**config.mk**
```make
export PLATFORM = sky130hd
export DESIGN_NAME = bus_arbiter
export DESIGN_NICKNAME = d
export VERILOG_FILES = /design/src/rtl/bus_arbiter.sv
export SDC_FILE = /design/constraint.sdc
export NUM_CORES = 1
export LEC_CHECK = 0
export CAP_MARGIN = 20
export CORE_UTILIZATION = 30
export DETAILED_ROUTE_END_ITERATION = 16
export GPL_ROUTABILITY_DRIVEN = 0
export PLACE_DENSITY = 0.57
export SLEW_MARGIN = 10
export SYNTH_ARGS = -nofsm -noshare
export SYNTH_HDL_FRONTEND = slang
export SYNTH_SLANG_ARGS = --single-unit
```
**constraint.sdc**
```tcl
create_clock -name clk -period 1.75 [get_ports clk]
set_input_delay 0.2625 -clock clk [delete_from_list [all_inputs] [get_ports clk]]
set_output_delay 0.2625 -clock clk [all_outputs]
set_load 0.01 [all_outputs]
```
**src/rtl/bus_arbiter.sv**
```systemverilog
// Round-robin arbiter for the shared memory bus between per-core cache controllers.
// Grants one owner at a time, bounds its tenure to MAX_HOLD cycles, and forces an idle gap between owners.
module bus_arbiter #(
    parameter int NUM_REQ  = 4,
    parameter int MAX_HOLD = 16,
    localparam int ID_W    = (NUM_REQ > 1) ? $clog2(NUM_REQ) : 1
) (
    input  logic               clk,
    input  logic               rst,
    input  logic [NUM_REQ-1:0] req_arb,
    output logic [NUM_REQ-1:0] gnt_arb,
    output logic [ID_W-1:0]    gnt_id,
    output logic               bus_busy,
    output logic               timeout,
    output logic               dbg_state_o
);

    // Handshake: a cache holds req_arb[i] high until it has been served; it may
    // drive or sample the bus only in cycles where gnt_arb[i] is high. Dropping
    // req_arb[i] while granted releases the bus at the next edge.

    localparam int HOLD_W = $clog2(MAX_HOLD + 1);
    localparam int CW     = ID_W + 1;

    localparam logic [CW-1:0]      NUM_REQ_C = CW'(NUM_REQ);
    localparam logic [HOLD_W-1:0]  HOLD_MAX  = HOLD_W'(MAX_HOLD);
    localparam logic [HOLD_W-1:0]  HOLD_ONE  = HOLD_W'(1);
    localparam logic [NUM_REQ-1:0] GNT_ONE   = NUM_REQ'(1);

    typedef enum logic {
        S_IDLE  = 1'b0,
        S_GRANT = 1'b1
    } state_t;

    state_t              state_q;
    logic [NUM_REQ-1:0]  gnt_q;
    logic [ID_W-1:0]     id_q;
    logic                busy_q;
    logic                timeout_q;
    logic [ID_W-1:0]     ptr_q;
    logic [HOLD_W-1:0]   hold_q;

    logic                win_valid;
    logic [ID_W-1:0]     win_id;
    logic [CW-1:0]       cand;
    logic [CW-1:0]       ptr_sum;
    logic [ID_W-1:0]     ptr_d;
    logic                owner_req;

    // Scan ptr, ptr+1, ... wrapping mod NUM_REQ; the first set request wins.
    always_comb begin
        win_valid = 1'b0;
        win_id    = '0;
        cand      = '0;
        for (int i = 0; i < NUM_REQ; i++) begin
            cand = {1'b0, ptr_q} + CW'(i);
            if (cand >= NUM_REQ_C) begin
                cand = cand - NUM_REQ_C;
            end
            if (!win_valid && req_arb[cand[ID_W-1:0]]) begin
                win_valid = 1'b1;
                win_id    = cand[ID_W-1:0];
            end
        end
    end

    // Pointer moves to the slot just after the releasing owner.
    always_comb begin
        ptr_sum = {1'b0, id_q} + CW'(1);
        ptr_d   = ptr_sum[ID_W-1:0];
        if (ptr_sum >= NUM_REQ_C) begin
            ptr_d = '0;
        end
    end

    assign owner_req = req_arb[id_q];

    always_ff @(posedge clk or negedge rst) begin
        if (!rst) begin
            state_q   <= S_IDLE;
            gnt_q     <= '0;
            id_q      <= '0;
            busy_q    <= 1'b0;
            timeout_q <= 1'b0;
            ptr_q     <= '0;
            hold_q    <= '0;
        end else begin
            timeout_q <= 1'b0;
            case (state_q)
                S_IDLE: begin
                    if (win_valid) begin
                        gnt_q   <= GNT_ONE << win_id;
                        id_q    <= win_id;
                        busy_q  <= 1'b1;
                        hold_q  <= HOLD_ONE;
                        state_q <= S_GRANT;
                    end
                end
                S_GRANT: begin
                    if (!owner_req || (hold_q == HOLD_MAX)) begin
                        // A release with the request still up is a forced revoke.
                        gnt_q     <= '0;
                        busy_q    <= 1'b0;
                        ptr_q     <= ptr_d;
                        timeout_q <= owner_req;
                        state_q   <= S_IDLE;
                    end else begin
                        hold_q <= hold_q + HOLD_ONE;
                    end
                end
                default: begin
                    gnt_q   <= '0;
                    busy_q  <= 1'b0;
                    state_q <= S_IDLE;
                end
            endcase
        end
    end

    assign gnt_arb     = gnt_q;
    assign gnt_id      = id_q;
    assign bus_busy    = busy_q;
    assign timeout     = timeout_q;
    assign dbg_state_o = (state_q == S_GRANT);

    a_gnt_onehot : assert property (@(posedge clk) disable iff (!rst) $onehot0(gnt_q));
    a_hold_bound : assert property (@(posedge clk) disable iff (!rst) hold_q <= HOLD_MAX);
    a_busy_match : assert property (@(posedge clk) disable iff (!rst) busy_q == (gnt_q != '0));
    a_tmo_idle   : assert property (@(posedge clk) disable iff (!rst) timeout_q |-> (gnt_q == '0));

endmodule

```
-- Word-level counts from Yosys, hierarchy flattened
Cells that the tools add are included.
- bitwise operators: 1
- reduce and logical (&&, ||, !) cells: 12
- div/mod/pow operators: 0
- equality and inequality tests: 4
- $lt $le $gt $ge: 10
- shift-type cells: 1
- muxes and demuxes: 37
- add/sub/neg operators: 9
- $mul: 0
- operators by type and width (kind ; count):
    2-to-1 mux 2 bit ; 9
    less-than comparator 2 x 3 -> 1 bit (second input constant) ; 5
    2-to-1 mux 1 bit ; 15
    greater-or-equal comparator 3 bit (second input constant) ; 4
    binary-select mux 1 bit (select 2 bit) ; 5
    2-to-1 mux 5 bit ; 2
    one-hot mux 5 bit (2 select lines) ; 1
    2-to-1 mux 4 bit ; 2
    one-hot mux 4 bit (2 select lines) ; 1
    AND reduction 2 bit ; 4
    subtractor 2 x 1 -> 2 bit (second input constant) ; 4
    adder 2 x 1 -> 3 bit (second input constant) ; 2
    adder 2 x 2 -> 3 bit (second input constant) ; 2
    adder 5 x 1 -> 5 bit (second input constant) ; 1
    equality test 5 bit (second input constant) ; 1
    logical NOT 1 bit ; 4
    != test 2 bit (second input constant) ; 2
    one-hot mux 1 bit (2 select lines) ; 2
    << shifter 1 x 2 -> 4 bit (first input constant) ; 1
    greater-or-equal comparator 2 x 3 -> 1 bit (second input constant) ; 1
    logical AND 1 bit ; 3
    != test 2 x 1 -> 1 bit (second input constant) ; 1
    logical OR 1 bit ; 1
    inverter 1 bit ; 1
- flip-flop bits (word level): 16
- output and inout bits: 9
- ROM bits: 0
- word-level logic and storage cells: 81
- RAM bits: 0
- memories: 0
- latch bits: 0
- input port bits: 6

-- Logic depth before layout (Yosys ltp)
Gate-level depths: netlist of run 1.
- word-level depth: 17
- mapped depth: 6
- depth with buffers taken out: 6

-- Worst setup path before layout of run 1
Ideal clock, no wire load.
- path type: register -> register
- from: register id_q[0] (netlist: gnt_id[0])
- to: register hold_q[1]
- data required time: 1.622 ns
- period minus slack after synthesis: 1.797 ns
- path slack: -0.047 ns
- data arrival time: 1.670 ns
- library setup time: 0.128 ns
- path buffers: 0
- stages on the path, launching flop included: 5
- cells stage by stage: dfrtp_1 > mux4_2 > and2_2 > nand2_1 > mux2_1
- word-level cells in the longest chain between the ends: 6
- ends and longest elaborated chain (element ; RTL line ; RTL):
    from (decl) ; 37 ; logic [ID_W-1:0] id_q;
    from (signal assigned) ; 93 ; id_q <= win_id;
    binary-select mux 1 bit (select 2 bit) ; 76 ; assign owner_req = req_arb[id_q];
    2-to-1 mux 1 bit (not written as such) ; 76 ;
    logical NOT 1 bit ; 100 ; if (!owner_req || (hold_q == HOLD_MAX)) begin
    logical OR 1 bit ; 100 ;
    != test 2 bit (no source line) ; -- ;
    AND reduction 2 bit (no source line) ; -- ;
    to (signal assigned) ; 108 ; hold_q <= hold_q + HOLD_ONE;
    to (decl) ; 41 ; logic [HOLD_W-1:0] hold_q;
No other way between the ends. The select of a mux whose other input is x is not followed.
A chain may end at the register's enable or synchronous reset.

-- Final worst setup path of run 1
- from: register id_q[0] (netlist: gnt_id[0])
- to: register gnt_q[3] (netlist: gnt_arb[3])
- word-level cells in the longest chain between the ends: 6
- ends and longest elaborated chain (element ; RTL line ; RTL):
    binary-select mux 1 bit (select 2 bit) ; 76 ;
    2-to-1 mux 1 bit (not written as such) ; 76 ;
    logical NOT 1 bit ; 100 ;
    logical OR 1 bit ; 100 ;
    != test 2 x 1 -> 1 bit (no source line) ; -- ;
    AND reduction 2 bit (no source line) ; -- ;
    to (signal assigned) ; 92 ; gnt_q <= GNT_ONE << win_id;
    to (decl) ; 36 ; logic [NUM_REQ-1:0] gnt_q;
No other way between the ends. The select of a mux whose other input is x is not followed.

==> impl_metrics.env, run 1 <==
export IMPL_final_max_slew_viol_count=0
export IMPL_wl_per_cell_um=12.92
export IMPL_grt_pass1_vias=696
export IMPL_num_antenna_cells=0
export IMPL_grt_pass1_wl_um=3180
export IMPL_syn_nets=83
export IMPL_chipWidth_um=54.43
export IMPL_drcViolationCount=0
export IMPL_nets=116
export IMPL_max_freq_mhz=599.7
export IMPL_reg2reg_depth=4
export IMPL_rows=18
export IMPL_critPathMaxStageDelay_ns=0.53
export IMPL_ys_flop_type="dfrtp_1"
export IMPL_outcome="finished, final reports clean"
export IMPL_syn_cell_area_sq_um=824.5
export IMPL_core_area_sq_um=2545
export IMPL_first_iter_violations=10
export IMPL_final_instance_count_excl_fill=136
export IMPL_stdcell_area_sq_um=1136
export IMPL_clockRootBuffer="clkbuf_4"
export IMPL_clk_pin_slew_ns=0.09
export IMPL_drv_cap=0
export IMPL_critical_path_required_ns=1.93
export IMPL_skew_ns=0.003599
export IMPL_dieArea_sq_um=2962
export IMPL_worstMarginPinSlew_ns=0.3353
export IMPL_cp_start_kind="register"
export IMPL_min_period_ns=1.668
export IMPL_clk_latency_ns=0.28
export IMPL_r2r_slack_ns=0.08
export IMPL_slew_headroom_pct=77.41
export IMPL_grt_overflow=0
export IMPL_die_h_um=54.43
export IMPL_place_inst=132
export IMPL_grt_util_all_layers_pct=15.57
export IMPL_synth_edf_count=0
export IMPL_vias_per_cell=4.897
export IMPL_yosysWarnings=0
export IMPL_drive_gt1_share_pct=25.47
export IMPL_dr_total_vias=666
export IMPL_p_per_area_nw_per_um2=1601
export IMPL_period_share_pct=95.29
export IMPL_grt_use_met1_pct=18.52
export IMPL_dr_pass1_iters=2
export IMPL_postRouteAntennaNets=0
export IMPL_critPathArrivalTime_ns=1.85
export IMPL_mostFrequentLayoutCells="dfrtp_1, buf_4, clkdlybuf4s50_1, nand2_1, nor2_1"
export IMPL_routed_wl_um=1757
export IMPL_post_cts_buffers=0
export IMPL_rsz0062_at_grt="false"
export IMPL_synth_distinct_cells=33
export IMPL_hold_violations=0
export IMPL_grtUsageMet3_pct=6.111
export IMPL_synthArstFlopShare_pct=100.0
export IMPL_synth_seq_cells=16
export IMPL_cts_max_path_buffers=2
export IMPL_start_util_pct=32.40
export IMPL_path_max_fanout=4
export IMPL_numCtsBuffers=3
export IMPL_ys_seq_area_share_pct=48.56
export IMPL_cts_tree="built"
export IMPL_hold_path_class="in -> async"
export IMPL_area_growth_pct=37.78
export IMPL_setup_viol=0
export IMPL_rr_startpoint="gnt_id[0]"
export IMPL_fillCellCount=238
export IMPL_crit_chain="mux4_2, a21bo_4, and2_4, a22o_1"
export IMPL_holdBufCountCts=0
export IMPL_netlist_instances=74
export IMPL_met2_usage_pct=26.02
export IMPL_crit_path_end_kind="register"
export IMPL_crit_type="reg -> reg"
export IMPL_r2r_end="gnt_arb[3]"
export IMPL_dpl_cell_area_sq_um=1109
export IMPL_fin_setup_tns_ns=0
export IMPL_antenna_found_initial=0
export IMPL_hpwl_um=1369
export IMPL_portBuffers=14
export IMPL_postSynthAreaPerCell_sq_um=11.14
export IMPL_cts_htree_levels=1
export IMPL_numClockSinks=16
export IMPL_grt_max_degree=17
export IMPL_vdd_drop_max_mv=1.069
export IMPL_cp_slowest_cell="mux4_2"
export IMPL_grt_busiest_layer="met2"
export IMPL_io_pins=15
export IMPL_p_leak_nw=0.5385
==> cell families (layout without fill, tap and decap cells) <==
group	after synthesis	in the layout	share of synthesized area, %
compound gates	13	13	13.96
xor+xnor	1	1	1.062
fa+ha+maj	3	3	4.553
buf+inv	4	36	2.276
flops	16	16	48.56
mux	7	7	10.32
simple gates	30	30	19.27
==> routing by layer <==
layer / vias to the layer above / routed length (um)
met5: - / 0
met4: 0 / 15
met3: 2 / 68
met2: 12 / 842
met1: 322 / 831
li1: 330 / -
==> critical path: cells and delay by family (launching register included) <==
family	cells	cell delay, ns
and+or+nand+nor	1	0.17
DFF	1	0.40
muxes	1	0.53
AOI/OAI and AO/OA	2	0.47
==> worst max path at each step <==
stage | startpoint | cells after the start | slack [ns] | end
global route | gnt_id[0] | 4 | 0.03 | gnt_arb[3]
CTS | gnt_id[0] | 4 | 0.05 | hold_q[1]
global placement | req_arb[3] | 5 | -0.19 | gnt_arb[3]
floorplan | gnt_id[0] | 4 | 0.003 | hold_q[1]
finish | gnt_id[0] | 4 | 0.08 | gnt_arb[3]
detailed placement | req_arb[3] | 5 | -0.21 | hold_q[1]
==> Yosys cell counts, types with 2 or more instances <==
master,count,area share (%)
o21ai_0,2,1.2
a22o_1,2,2.1
nor2b_1,2,1.5
inv_1,3,1.4
nor2_1,5,2.3
ha_1,3,4.6
dfrtp_1,16,49
nand2_1,10,4.6
a21oi_1,2,1.2
nand2b_1,2,1.5
mux2i_1,4,4.9
nor3_1,2,1.2
==> per-stage QoR <==
step                worst slack [ns]  power (mW)  utilization, %  hold slack [ns]
finish                       0.08241       1.819           44.64           0.2811
global route                 0.02997       1.978           44.64           0.2961
CTS                          0.05222       1.842           44.59           0.2773
detailed placement           -0.2136       1.618           43.56           0.4662
global placement             -0.1855       1.612           43.56           0.4576
floorplan                   0.003207       1.181               -         -0.03309
==> flip-flops by register name (all words and copies together), names as in the netlist <==
register and count:
dbg_state_o 1, timeout 1, ptr_q 2, bus_busy 1, hold_q 5, gnt_arb 4, gnt_id 2
==> where the power goes <==
group,total (mW),internal [mW],leakage [nW],switching [mW]
clock,0.204,0.0885,0.0150,0.115
combinational,0.964,0.577,0.322,0.387
sequential,0.651,0.515,0.202,0.136
total,1.82,1.18,0.538,0.639
==> repair_timing <==
| action | in CTS | in global routing |
|---|---|---|
| hold endpoints to repair | 0 | 0 |
| gates resized for setup | 0 | 1 |
| endpoints found under the setup margin | 0 | 1 |
==> final cells by class <==
type,instances,area [sq um],area share (%)
multi-input combinational,54,406.6,35.79
sequential,16,401.6,35.35
tap,30,37.54,3.304
inverter,3,11.26,0.9912
clock buffer,4,26.28,2.313
timing repair buffer,29,252.7,22.25
Note: power is estimated with default switching activity, not from simulation.
==> inputs of run 2 (changes only) <==
--- a/config.mk
+++ b/config.mk
@@ -5,7 +5,7 @@
 export SDC_FILE = /design/constraint.sdc
 export NUM_CORES = 1
 export LEC_CHECK = 0
-export CAP_MARGIN = 20
+export CAP_MARGIN = 0
 export CORE_UTILIZATION = 30
 export DETAILED_ROUTE_END_ITERATION = 16
 export GPL_ROUTABILITY_DRIVEN = 0
==> results of run 2 <==
Same layout as run 1: the final DEF is identical, and so are final timing and power.
==> inputs of run 3 (changes only) <==
--- a/config.mk
+++ b/config.mk
@@ -6,10 +6,12 @@
 export NUM_CORES = 1
 export LEC_CHECK = 0
 export CAP_MARGIN = 0
+export CORE_ASPECT_RATIO = 0.75
 export CORE_UTILIZATION = 30
 export DETAILED_ROUTE_END_ITERATION = 16
 export GPL_ROUTABILITY_DRIVEN = 0
-export PLACE_DENSITY = 0.57
+export MAX_ROUTING_LAYER = met4
+export PLACE_DENSITY = 0.56
 export SLEW_MARGIN = 10
 export SYNTH_ARGS = -nofsm -noshare
 export SYNTH_HDL_FRONTEND = slang
==> constraint.sdc (replaced) <==
create_clock -name clk -period 1.8 [get_ports clk]
set_input_delay 0.27 -clock clk [delete_from_list [all_inputs] [get_ports clk]]
set_output_delay 0.27 -clock clk [all_outputs]
set_load 0.01 [all_outputs]
==> run 3 against run 2 <==
Net effect:
- non-clock buffer count is 1 lower
- sequential share of layout area decreased by 0.34 points
- wire length fell by 0.46%
- clock skew about the same
- clock power rose by 15%
- clock-buffer cell count unchanged
- first-iteration DRC count increased by 100%
- flip-flop and latch count did not move
- cell area rose by 0.66%
- via count down 2.3%
- critical path type unchanged
- critical endpoint is now gnt_arb[2]
==> impl_metrics.env, run 3 (synthesis results as in run 1) <==
export IMPL_outcome="finished, final reports clean"
export IMPL_slew_headroom_pct=74.79
export IMPL_portBuffers=14
export IMPL_dr_total_vias=651
export IMPL_crit_start="gnt_id[0]"
export IMPL_clk_latency_ns=0.28
export IMPL_critPathArrivalTime_ns=1.88
export IMPL_rows=16
export IMPL_drv_cap=0
export IMPL_wl_per_cell_um=12.40
export IMPL_num_antenna_cells=0
export IMPL_fin_util_pct=43.94
export IMPL_dieArea_sq_um=2964
export IMPL_post_cts_buffers=0
export IMPL_register_area_sq_um=400.4
export IMPL_fillCellCount=254
export IMPL_crit_type="reg -> reg"
export IMPL_grt_overflow=0
export IMPL_rsz0062_at_grt="false"
export IMPL_grt_pass1_wl_um=3063
export IMPL_layout_commonest_cell="dfrtp_1"
export IMPL_antenna_found_initial=0
export IMPL_seq_power_share_pct=33.7
export IMPL_grt_max_degree=17
export IMPL_p_int_mw=1.188
export IMPL_area_growth_pct=38.70
export IMPL_numCtsBuffers=3
export IMPL_path_max_fanout=4
export IMPL_start_util_pct=31.68
export IMPL_cts_resized=0
export IMPL_cts_htree_levels=1
export IMPL_clk_pin_slew_ns=0.09
export IMPL_p_sw_uw=627.0
export IMPL_hold_violations=0
export IMPL_core_area_sq_um=2603
export IMPL_cp_start_kind="register"
export IMPL_drive_gt1_share_pct=24.76
export IMPL_chipWidth_um=62.54
export IMPL_io_pins=15
export IMPL_crit_path_end_kind="register"
export IMPL_routed_wl_um=1749
export IMPL_first_iter_violations=20
export IMPL_setup_viol=0
export IMPL_p_total_mw=1.815
export IMPL_final_max_slew_viol_count=0
export IMPL_skew_ns=0.003785
export IMPL_switching_share_pct=34.54
export IMPL_r2r_end="gnt_arb[2]"
export IMPL_min_period_ns=1.708
export IMPL_clockRootBuffer="clkbuf_4"
export IMPL_grt_pass1_vias=647
export IMPL_p_clk_share_pct=13.0
export IMPL_holdBufCountCts=0
export IMPL_drcViolationCount=0
export IMPL_p_per_area_nw_per_um2=1587
export IMPL_max_freq_mhz=585.4
export IMPL_vias_per_cell=4.617
export IMPL_multi_input_area_sq_um=405.4
export IMPL_postRouteAntennaNets=0
export IMPL_hpwl_um=1369
export IMPL_hold_path_class="in -> async"
export IMPL_numClockSinks=16
export IMPL_rr_startpoint="gnt_id[0]"
export IMPL_fin_setup_tns_ns=0
export IMPL_grt_util_all_layers_pct=14.54
export IMPL_cts_tree="built"
export IMPL_critical_path_required_ns=1.97
export IMPL_whs_ns=0.2948
export IMPL_reg2reg_depth=4
export IMPL_share_comb_of_total_power_pct=53.4
export IMPL_die_h_um=47.40
export IMPL_dr_pass1_iters=4
export IMPL_cts_max_path_buffers=2
export IMPL_mostFrequentLayoutCells="dfrtp_1, clkdlybuf4s50_1, buf_4, nand2_1, nor2_1"
export IMPL_p_leak_nw=0.5393
export IMPL_nets=115
export IMPL_regMostFlops="hold_q"
export IMPL_r2r_slack_ns=0.09
export IMPL_vdd_drop_max_mv=0.5875
export IMPL_largest_reg_flops=5
export IMPL_worstMarginPinSlew_ns=0.3742
export IMPL_period_share_pct=94.91
==> run 3: cell types whose count changed in the layout (fill, tap and decap cells not counted) <==
cell	previous run	this run
clkbuf_8	0	1
dfrtp_2	1	0
buf_4	15	14
and2_2	0	1
clkbuf_1	1	0
and2_4	2	1
dfrtp_1	15	16
==> run 3: cell type report <==
class	instances	share of cell area, %
well taps	36	3.939
clock buffers	4	3.173
repair buffers	28	21.44
flip-flops and latches	16	35.01
inverters	3	0.9847
multi-input cells	54	35.45
==> run 3: metal layers <==
layer  GRT usage [%]  share of wire [%]
met5               -                  0
met3           5.340                4.9
met4           2.791                  0
met1           18.24                 51
met2           22.83                 44
==> run 3: worst max-delay path, cell delays in order, from the launching register on <==
cell and delay, ns:
dfrtp_1 0.41, mux4_2 0.53, a21bo_4 0.25, and2_4 0.18, a22o_1 0.23
==> run 3: worst max-delay path by stage <==
stage                             to  slack [ns]  depth (start not counted)
after global routing       hold_q[0]        0.04                          5
after floorplan            hold_q[1]       0.003                          4
final                     gnt_arb[2]        0.09                          4
after detailed placement   hold_q[1]       -0.18                          5
after CTS                 gnt_arb[2]        0.09                          4
after global placement    gnt_arb[2]       -0.16                          5
==> run 3: stage by stage <==
stage | instance area (sq um) | cells | setup slack, ns
after floorplan | 824.5 | 74 | 0.002549
after global placement | 1107 | 137 | -0.1559
after detailed placement | 1107 | 137 | -0.1803
after CTS | 1144 | 141 | 0.09121
after global routing | 1144 | 141 | 0.03597
final | 1144 | 141 | 0.09163
==> run 3: power groups by stage <==
| stage | Clock, mW | Sequential (mW) | Combinational [mW] |
|---|---|---|---|
| 6_report | 0.235 | 0.611 | 0.969 |
| 5_1_grt | 0.262 | 0.632 | 1.08 |
| 3_3_place_gp | 0 | 0.617 | 0.961 |
| 4_1_cts | 0.247 | 0.614 | 0.975 |
| 3_5_place_dp | 0 | 0.621 | 0.965 |
| 2_1_floorplan | 0 | 0.648 | 0.497 |
